--- config.mk ---
export PLATFORM = sky130hd
export DESIGN_NAME = example_mul_share_arb
export DESIGN_NICKNAME = d
export VERILOG_FILES = /design/src/rtl/example_mul_share_arb.sv
export SDC_FILE = /design/constraint.sdc
export NUM_CORES = 1
export LEC_CHECK = 0
export ABC_AREA = 1
export BUFFER_PORTS_ARGS = -buffer_cell sky130_fd_sc_hd__buf_4
export CORE_AREA = 5 5 138 127
export DETAILED_ROUTE_END_ITERATION = 7
export DIE_AREA = 0 0 143 132
export PLACE_DENSITY = 0.69
export SLEW_MARGIN = 10
export SYNTH_ARGS = -nofsm -noshare
export SYNTH_HDL_FRONTEND = slang
export SYNTH_SLANG_ARGS = --single-unit
--- constraint.sdc ---
create_clock -name ap_clk -period 4.1 [get_ports ap_clk]
set_input_delay 0.205 -clock ap_clk [delete_from_list [all_inputs] [get_ports ap_clk]]
set_output_delay 0.205 -clock ap_clk [all_outputs]
set_load 0.01 [all_outputs]
--- src/rtl/example_mul_share_arb.sv ---
// example_mul_share_arb: round-robin arbiter feeding one shared two-stage signed multiplier.
// Stage 1 latches the granted operands; stage 2 holds the product until downstream accepts it.
module example_mul_share_arb #(
    parameter int NUM_REQ  = 4,
    parameter int A_WIDTH  = 7,
    parameter int B_WIDTH  = 14,
    parameter int P_WIDTH  = A_WIDTH + B_WIDTH,
    parameter int ID_WIDTH = 2
) (
    input  logic                         ap_clk,
    input  logic                         ap_rst_n,
    input  logic [NUM_REQ-1:0]           req_valid,
    input  logic [NUM_REQ*A_WIDTH-1:0]   req_a,
    input  logic [NUM_REQ*B_WIDTH-1:0]   req_b,
    output logic [NUM_REQ-1:0]           req_ready,
    output logic                         rsp_valid,
    input  logic                         rsp_ready,
    output logic signed [P_WIDTH-1:0]    rsp_p,
    output logic [ID_WIDTH-1:0]          rsp_id,
    output logic                         busy
);
    logic [ID_WIDTH-1:0]        ptr_q, ptr_d, gnt_id;
    logic                       gnt_any, en, take;
    logic                       s1_v_q, s1_v_d, s2_v_q, s2_v_d;
    logic signed [A_WIDTH-1:0]  s1_a_q, s1_a_d;
    logic signed [B_WIDTH-1:0]  s1_b_q, s1_b_d;
    logic [ID_WIDTH-1:0]        s1_id_q, s1_id_d, s2_id_q, s2_id_d;
    logic signed [P_WIDTH-1:0]  a_ext, b_ext, s2_p_q, s2_p_d;

    assign en = !s2_v_q || rsp_ready;

    // Scan downward so the smallest offset from ptr_q is the one that sticks.
    always_comb begin
        gnt_id  = '0;
        gnt_any = 1'b0;
        for (int k = NUM_REQ - 1; k >= 0; k--) begin
            if (req_valid[(int'(ptr_q) + k) % NUM_REQ]) begin
                gnt_id  = ID_WIDTH'((int'(ptr_q) + k) % NUM_REQ);
                gnt_any = 1'b1;
            end
        end
    end

    assign req_ready = (gnt_any && en && ap_rst_n) ? NUM_REQ'(1) << gnt_id : '0;
    assign take      = |req_ready;
    assign a_ext     = P_WIDTH'(s1_a_q);
    assign b_ext     = P_WIDTH'(s1_b_q);

    always_comb begin
        ptr_d   = take ? ((int'(gnt_id) == NUM_REQ - 1) ? '0 : gnt_id + 1'b1) : ptr_q;
        s1_v_d  = en ? take : s1_v_q;
        s1_a_d  = en ? req_a[gnt_id*A_WIDTH +: A_WIDTH] : s1_a_q;
        s1_b_d  = en ? req_b[gnt_id*B_WIDTH +: B_WIDTH] : s1_b_q;
        s1_id_d = en ? gnt_id : s1_id_q;
        s2_v_d  = en ? s1_v_q : s2_v_q;
        s2_p_d  = en ? a_ext * b_ext : s2_p_q;
        s2_id_d = en ? s1_id_q : s2_id_q;
    end

    always_ff @(posedge ap_clk or negedge ap_rst_n) begin
        if (!ap_rst_n) begin
            ptr_q   <= '0;
            s1_v_q  <= 1'b0;
            s1_a_q  <= '0;
            s1_b_q  <= '0;
            s1_id_q <= '0;
            s2_v_q  <= 1'b0;
            s2_p_q  <= '0;
            s2_id_q <= '0;
        end else begin
            ptr_q   <= ptr_d;
            s1_v_q  <= s1_v_d;
            s1_a_q  <= s1_a_d;
            s1_b_q  <= s1_b_d;
            s1_id_q <= s1_id_d;
            s2_v_q  <= s2_v_d;
            s2_p_q  <= s2_p_d;
            s2_id_q <= s2_id_d;
        end
    end

    assign rsp_valid = s2_v_q;
    assign rsp_p     = s2_p_q;
    assign rsp_id    = s2_id_q;
    assign busy      = s1_v_q || s2_v_q;
endmodule
---- Word-level counts from Yosys, hierarchy flattened ----
Cells that the tools add are included.
word-level totals
  flip-flop bits (word level) ............. 50
  bits of input ports ..................... 91
  output and inout port bits .............. 29
  word-level logic and storage cells ...... 56
cells by class
  $add $sub $neg .......................... 4
  multipliers ............................. 3
  order comparisons ....................... 4
  eq/ne operators ......................... 1
  shift operators ......................... 3
  multiplexer cells ....................... 21
  bitwise operators ....................... 3
  reduce and logical (&&, ||, !) cells .... 9
operator list
  kind                                                 number
  variable part select 56 x 7 -> 14 bit                1
  variable part select 28 x 6 -> 7 bit                 1
  multiplier 7 x 14 -> 21 bit                          1
  < comparator 3 x 4 -> 1 bit (second input constant)  3
  2-to-1 mux 1 bit                                     11
  multiplier 2 x 3 -> 5 bit (second input constant)    2
  2-to-1 mux 2 bit                                     5
  binary-select mux 1 bit (select 2 bit)               4
  OR reduction 2 bit                                   3
  adder 2 x 1 -> 2 bit (second input constant)         2
  adder 2 bit (second input constant)                  2
  2-to-1 mux 4 bit                                     1
  OR reduction 4 bit                                   1
  left shift 1 x 2 -> 4 bit (first input constant)     1
  bitwise AND 1 bit (first input constant)             3
  < comparator 2 x 3 -> 1 bit (second input constant)  1
  == test 2 x 1 -> 1 bit (second input constant)       1
  logical AND 1 bit                                    2
  logical OR 1 bit                                     2
  zero test 1 bit                                      1

---- Longest topological paths before layout ----
Gate-level depths: netlist of the first run.
  depth after elaboration ................. 14
  gate-level depth with buffers ........... 22
  mapped depth without buffers ............ 21

---- Worst setup path before layout of the first run ----
No wires, ideal clock.
  path kind ............................... flip-flop to flip-flop
  start ................................... reg s1_a_q[6]
  end ..................................... reg s2_p_q[12] (netlist: rsp_p[12])
  arrival ................................. 4.200 ns
  setup slack ............................. -0.218 ns
  stages on the path, launching flop included .. 18
  buffers on the path ..................... 1
  cells stage by stage .................... dfrtp_1 inv_1 buf_1 nor2_1 fa_1 fa_1 fa_1 inv_1 fa_1 inv_1 ha_1 nand2_1 o21ai_0 a21o_1 a21oi_1 or2_2 nand3_1 nand2_1
between the ends
  word-level cells in the longest chain between the ends .. 1
RTL lines
  item                         line  text
  start, declared              25    logic signed [A_WIDTH-1:0] s1_a_q, s1_a_d;
  start signal, assigned       64    s1_a_q <= '0;
  start signal, assigned       73    s1_a_q <= s1_a_d;
  multiplier 7 x 14 -> 21 bit  56    s2_p_d = en ? a_ext * b_ext : s2_p_q;
  end signal, assigned         77    s2_p_q <= s2_p_d;
  end, declared                28    logic signed [P_WIDTH-1:0] a_ext, b_ext, s2_p_q, s2_p_d;
Every way passes these cells.
A chain may end at the register's enable or synchronous reset.

---- Worst setup path after layout of the first run ----
  start ................................... reg s1_a_q[3]
  end ..................................... reg s2_p_q[12] (netlist: rsp_p[12])
Same word-level chain as after synthesis.

==> impl_metrics.tcl, run 1 <==
set metrics [dict create \
    tritoncts "built" \
    ys_ff_latch 50 \
    synth-warning-count 0 \
    period_share_pct 102 \
    synth_edf_count 0 \
    n_antenna_cell 0 \
    synth.largest_area_cell "fa_1" \
    grt_pass1_vias 7132 \
    drv_slew 0 \
    clk_pin_slew_ns 0.08 \
    grt_overflow_total 0 \
    synth_area_leaders "fa_1 21%, nand2_1 18%, dfrtp_1 18%" \
    worstSetupStartpointType "register" \
    synth_fp_nets 1265 \
    period_minus_slack_ns 4.20 \
    ys_seq_area_share_pct 17.8 \
    hp-start "req_a[25]" \
    netlist_instances 1054 \
    drive_gt1_share_pct 31.3 \
    hp-class "input pin to register" \
    cts-root-buf "clkbuf_16" \
    crit_slowest_cell "fa_1" \
    layout.nets 1455 \
    htreeDepth 2 \
    hold_viol 0 \
    crit_family "adder cells" \
    cp.arrival_ns 4.40 \
    netlist_area_um2 7020 \
    start_util_pct 44.1 \
    cp_num_buf_inv 5 \
    numCtsBuffers 5 \
    post-dp-hpwl_um 15400 \
    finClkSkew_ns 0.0167 \
    async_flop_share_pct 100 \
    wl_per_cell_um 14.7 \
    failed_checks "setup timing" \
    antenna_found_initial 1 \
    clockBufferDepth 2 \
    dr_total_vias 7066 \
    route.detailed.drc 0 \
    whs_endpoint "s1_a_q[4]" \
    ys.flop_type "dfrtp_1" \
    worstPathRequired_ns 4.30 \
    setup_viol 11 \
    vias_per_cell 4.87 \
    finalWeightedCongestion 0.891 \
    worstPathCellList "buf_6 -> nand2_2 -> inv_2 -> fa_1 -> inv_2 -> fa_1 -> fa_1 -> fa_1 -> inv_2 -> ha_4 -> nand2_4 -> nor2_4 -> nand4_1 -> inv_2 -> a21oi_2 -> or2_4 -> nand3_2 -> nand2_1" \
    drt_iter0_markers 404 \
    chipHeight_um 132 \
    reg2reg_to "rsp_p[12]" \
    worstHoldPathCells 3 \
    io_pins 120 \
    place_area_um2 8600 \
    syn_avg_cell_area_um2 6.66 \
    ys_types 35 \
    dr.pass1.iters 5 \
    worstPathMaxFanout 6 \
    ant_nets 0 \
    fin_area_um2 9650 \
    clock-sinks 50 \
    worstSetupPathType "register to register" \
    status "finished with violations" \
    yosys.area.top_type_share_pct 21.1 \
    grt_max_degree 60 \
    numPortBuffers 119 \
    insertion_delay_ns 0.31 \
    die_w_um 143 \
    ff2ff_path_depth 18 \
    worstMarginPinSlew_ns 1.19 \
    fmax_ghz 0.238 \
    wl_um 21300 \
    end_kind "register" \
    crit_path_max_incr_delay_ns 0.55 \
    groute.usage.overall_pct 22.4 \
    rsz0062_at_grt "true" \
    die-area_um2 18900 \
    r2r_setup_slack_ns -0.1 \
    reg2reg_from "s1_a_q[3]" \
    fin_ws_ns -0.0983 \
    core_um2 15900 \
    syn2layout_area_growth_pct 37.6 \
    core.rowCount 44 \
    grt_pass1_wl_um 34500 \
    relSlewSlack_pct 19.9 \
    cap_violations 0 \
]
==> synthesized netlist by cell type (4+ instances only) <==
cell type  instances
clkbuf_1          30
fa_1              74
buf_6              4
o21ai_0           22
a21oi_1           22
inv_1            275
nand2_1          336
nand3_1          103
nand3_2            4
xor2_1             6
or2_2              5
buf_2              9
ha_1              46
nor2_1            34
nand2_2            5
dfrtp_1           50
==> what timing repair did <==
action,4_1_cts,5_1_grt
resized for setup,133,57
gates cloned,1,0
pin swaps,77,60
endpoints found under the hold margin,50,0
hold buffers,1,0
setup endpoints to repair,15,15
buffers inserted,23,4
==> worst max path at each step <==
stage | from | endpoint | slack [ns] | depth (start not counted)
after floorplan | s1_a_q[6] | rsp_p[12] | -0.03 | 17
after global placement | s1_a_q[3] | rsp_p[18] | -0.29 | 20
after detailed placement | s1_a_q[3] | rsp_p[18] | -0.40 | 20
after CTS | s1_a_q[5] | rsp_p[14] | -0.06 | 18
after global routing | s1_a_q[3] | rsp_p[16] | -0.23 | 17
final | s1_a_q[3] | rsp_p[12] | -0.1 | 18
==> kinds of logic (layout without fill, tap and decap cells) <==
kind of cell / after synthesis / in the layout / share of synthesized area [%]
buffers and inverters: 326 / 517 / 18.2
adders and majority gates: 120 / 120 / 29.3
and+or+nand+nor: 494 / 494 / 29.3
xor gates and xnor gates: 6 / 6 / 0.749
AOI/OAI and AO/OA: 58 / 58 / 4.64
DFF: 50 / 50 / 17.8
==> placed cells by master, fill, tap and decap left out, types with 3 or more instances in the layout <==
cell	netlist	layout
buf_6	4	14
ha_1	46	31
nor2_1	34	21
fa_1	74	68
buf_4	1	213
fa_2	0	6
a21oi_1	22	5
o21ai_0	22	7
o21ai_1	2	5
nand3_1	103	96
clkbuf_16	0	5
inv_1	275	245
nand3_2	4	11
nand3b_1	3	3
inv_2	1	30
a21oi_2	0	10
xor2_1	6	6
a21oi_4	0	7
nor2_2	0	5
ha_4	0	14
nor2_4	0	8
nand2_1	336	316
nand2_2	5	22
nand2_4	0	3
dfrtp_1	50	41
dfrtp_2	0	9
o21ai_2	0	10
or2_4	0	3
==> flip-flops by register name, indices dropped and copies added, names as in the netlist <==
register,cells
rsp_p,21
s1_a_q,7
s1_id_q,2
s1_b_q,14
s1_v_q,1
ptr_q,2
rsp_id,2
rsp_valid,1
==> worst register-to-register path: stages, from the launching register on <==
cell     delay (ns)
dfrtp_2        0.48
buf_6          0.15
nand2_2        0.06
inv_2          0.04
fa_1           0.55
inv_2          0.04
fa_1           0.55
fa_1           0.45
fa_1           0.53
inv_2          0.05
ha_4           0.32
nand2_4        0.08
nor2_4         0.13
nand4_1        0.11
inv_2          0.10
a21oi_2        0.07
or2_4          0.25
nand3_2        0.06
nand2_1        0.09
==> stage by stage <==
stage	hold slack, ns	instances	worst slack (ns)	setup TNS [ns]	util, %
after floorplan	-0.0906	1054	-0.0317	-0.0685	-
after global placement	0.284	1416	-0.289	-2.85	54.0
after detailed placement	0.289	1416	-0.402	-4.34	54.0
after CTS	0.259	1449	-0.0564	-0.280	59.6
after global routing	0.257	1452	-0.232	-2.13	60.7
final	0.265	1452	-0.0983	-0.362	60.7
==> routing by layer <==
layer / up-vias / global-route usage, % / wire length [um]
met5: - / 0 / 13
met2: 218 / 37.2 / 10300
met1: 3353 / 29.9 / 9100
met4: 2 / 5.07 / 376
li1: 3458 / - / -
met3: 35 / 5.01 / 1490
==> final cells by class <==
class | count | area [um2]
flip-flops and latches | 50 | 1260
repair buffers | 231 | 1830
multi-input cells | 678 | 5090
fillers | 1402 | 6260
clock inverters | 2 | 17.5
clock buffers | 6 | 139
inverters | 278 | 1050
well taps | 207 | 259
Power of run 1 is not shown: default switching activity piles up to over one toggle a cycle in this logic, so the estimate is an artifact.
==> run 2, diff against run 1 <==
--- a/config.mk
+++ b/config.mk
@@ -10,7 +10,7 @@
 export CORE_AREA = 5 5 138 127
 export DETAILED_ROUTE_END_ITERATION = 7
 export DIE_AREA = 0 0 143 132
-export PLACE_DENSITY = 0.69
+export PLACE_DENSITY = 0.68
 export SLEW_MARGIN = 10
 export SYNTH_ARGS = -nofsm -noshare
 export SYNTH_HDL_FRONTEND = slang
==> run 2 against run 1 <==
The run still ends with setup timing left. Worst hold slack lost 0.026 ns. Count of clock-buffer cells in the layout is the same. Core utilization shrank 0.85 points. Cell area shrank 1.4%. Via count shrank 3.4%. Cell count shrank 0.90%. Register-to-register slack gained 0.03 ns. Worst setup slack gained 0.025 ns. Clock skew shrank 0.0030 ns.
==> impl_metrics.tcl, run 2 (synthesis gave the netlist of run 1 again) <==
set metrics [dict create \
    status "finished with violations" \
    failed_checks "setup timing" \
    placement.setup.worst_slack_ns -0.331 \
    die_w_um 143 \
    period_share_pct 102 \
    tritoncts "built" \
    layout_common_cells "321 x nand2_1, 259 x inv_1, 202 x buf_4, 95 x nand3_1, 66 x fa_1" \
    post-dp-hpwl_um 14700 \
    final_core_util_pct 59.8 \
    place_area_um2 8550 \
    reg2reg_to "rsp_p[15]" \
    grt_pass1_vias 6510 \
    numPortBuffers 119 \
    worstSetupStartpointType "register" \
    chipHeight_um 132 \
    io_pins 120 \
    wl_um 19800 \
    fin_area_um2 9520 \
    worstPathMaxFanout 6 \
    htreeDepth 2 \
    syn2layout_area_growth_pct 35.6 \
    cp.arrival_ns 4.39 \
    finalWeightedCongestion 0.936 \
    hp-class "input pin to register" \
    fin_ws_ns -0.0730 \
    layout.nets 1442 \
    cts-root-buf "clkbuf_16" \
    clockBufferDepth 2 \
    finClkSkew_ns 0.0137 \
    drv_slew 0 \
    clk_pin_slew_ns 0.07 \
    hold_ws_ns 0.239 \
    whs_endpoint "s1_a_q[4]" \
    final_common_cell "nand2_1" \
    drive_gt1_share_pct 28.6 \
    start_util_pct 44.1 \
    period_minus_slack_ns 4.17 \
    drt_iter0_markers 416 \
    worstHoldPathCells 3 \
    ant_nets 0 \
    reg2reg_from "s1_a_q[1]" \
    cap_violations 0 \
    largest_reg_flops 21 \
    die-area_um2 18900 \
    route.detailed.drc 0 \
    grt_max_degree 52 \
    wl_per_cell_um 13.8 \
    groute.usage.overall_pct 20.4 \
    dr.pass1.iters 5 \
    clock-sinks 50 \
    insertion_delay_ns 0.31 \
    worstPathRequired_ns 4.32 \
    relSlewSlack_pct 41.8 \
    worstMarginPinSlew_ns 0.871 \
    grt_pass1_wl_um 31400 \
    antenna_found_initial 0 \
    core.rowCount 44 \
    grt_overflow_total 0 \
    rsz0062_at_grt "true" \
    fmax_ghz 0.240 \
    ff2ff_path_depth 16 \
    dr_total_vias 6824 \
    end_kind "register" \
    hold_viol 0 \
    n_antenna_cell 0 \
    hp-start "req_a[25]" \
    setup_viol 7 \
    worstSetupPathType "register to register" \
    vias_per_cell 4.74 \
    r2r_setup_slack_ns -0.07 \
    core_um2 15900 \
    numCtsBuffers 5 \
]
==> run 2: changes by cell type in the layout (fill, tap and decap cells not counted), moves of 5 or more <==
cell / before / now
inv_2: 30 / 16
nor2_1: 21 / 26
buf_4: 213 / 202
nand2_2: 22 / 14
nand2_1: 316 / 321
inv_1: 245 / 259
==> run 2: layer usage <==
metal	up-vias	wire length (um)	track usage, %
li1	3433	-	-
met1	3161	8940	29.0
met2	201	9330	32.9
met3	29	1140	3.08
met4	0	401	4.49
met5	-	0	0
==> run 2: how the worst max path moves through the flow <==
stage                    from         to  slack (ns)  cells past startpoint
floorplan           s1_a_q[6]  rsp_p[12]       -0.03                     17
global placement    s1_a_q[1]  rsp_p[19]       -0.27                     16
detailed placement  s1_a_q[1]  rsp_p[19]       -0.33                     16
CTS                 s1_a_q[2]  rsp_p[20]       -0.02                     19
global route        s1_a_q[1]  rsp_p[16]       -0.22                     17
finish              s1_a_q[1]  rsp_p[15]       -0.07                     16
==> run 2: cell type report <==
| type | count | area, um2 |
|---|---|---|
| sequential | 50 | 1260 |
| multi-input combinational | 678 | 5080 |
| inverter | 278 | 1050 |
| clock buffer | 6 | 139 |
| tap | 207 | 259 |
| clock inverter | 2 | 16.3 |
| timing repair buffer | 218 | 1720 |
| fill | 1444 | 6390 |
==> run 2: repair_timing <==
action / CTS / global route
resized for setup: 65 / 92
pin swaps: 30 / 81
buffers inserted: 10 / 9
gates cloned: 0 / 1
hold endpoints to repair: 50 / 0
hold buffers: 1 / 0
setup endpoints to repair: 14 / 14
==> run 2: worst max-delay path, stage by stage, from the launching register on <==
cell and delay (ns):
dfrtp_2 0.48, buf_4 0.16, nand2_1 0.05, inv_1 0.07, fa_1 0.52, fa_1 0.56, fa_1 0.43, fa_1 0.45
ha_1 0.39, a21oi_2 0.23, o21ai_2 0.10, buf_4 0.14, a21oi_2 0.11, nand2_1 0.07, nand2_1 0.08, inv_1 0.05
o31ai_2 0.17
==> run 2: through the flow <==
stage | TNS, ns | cells
after floorplan | -0.0685 | 1054
after global placement | -2.08 | 1410
after detailed placement | -2.75 | 1410
after CTS | -0.0513 | 1429
after global routing | -1.93 | 1439
final | -0.259 | 1439
Power of run 2 is left out for the same reason.
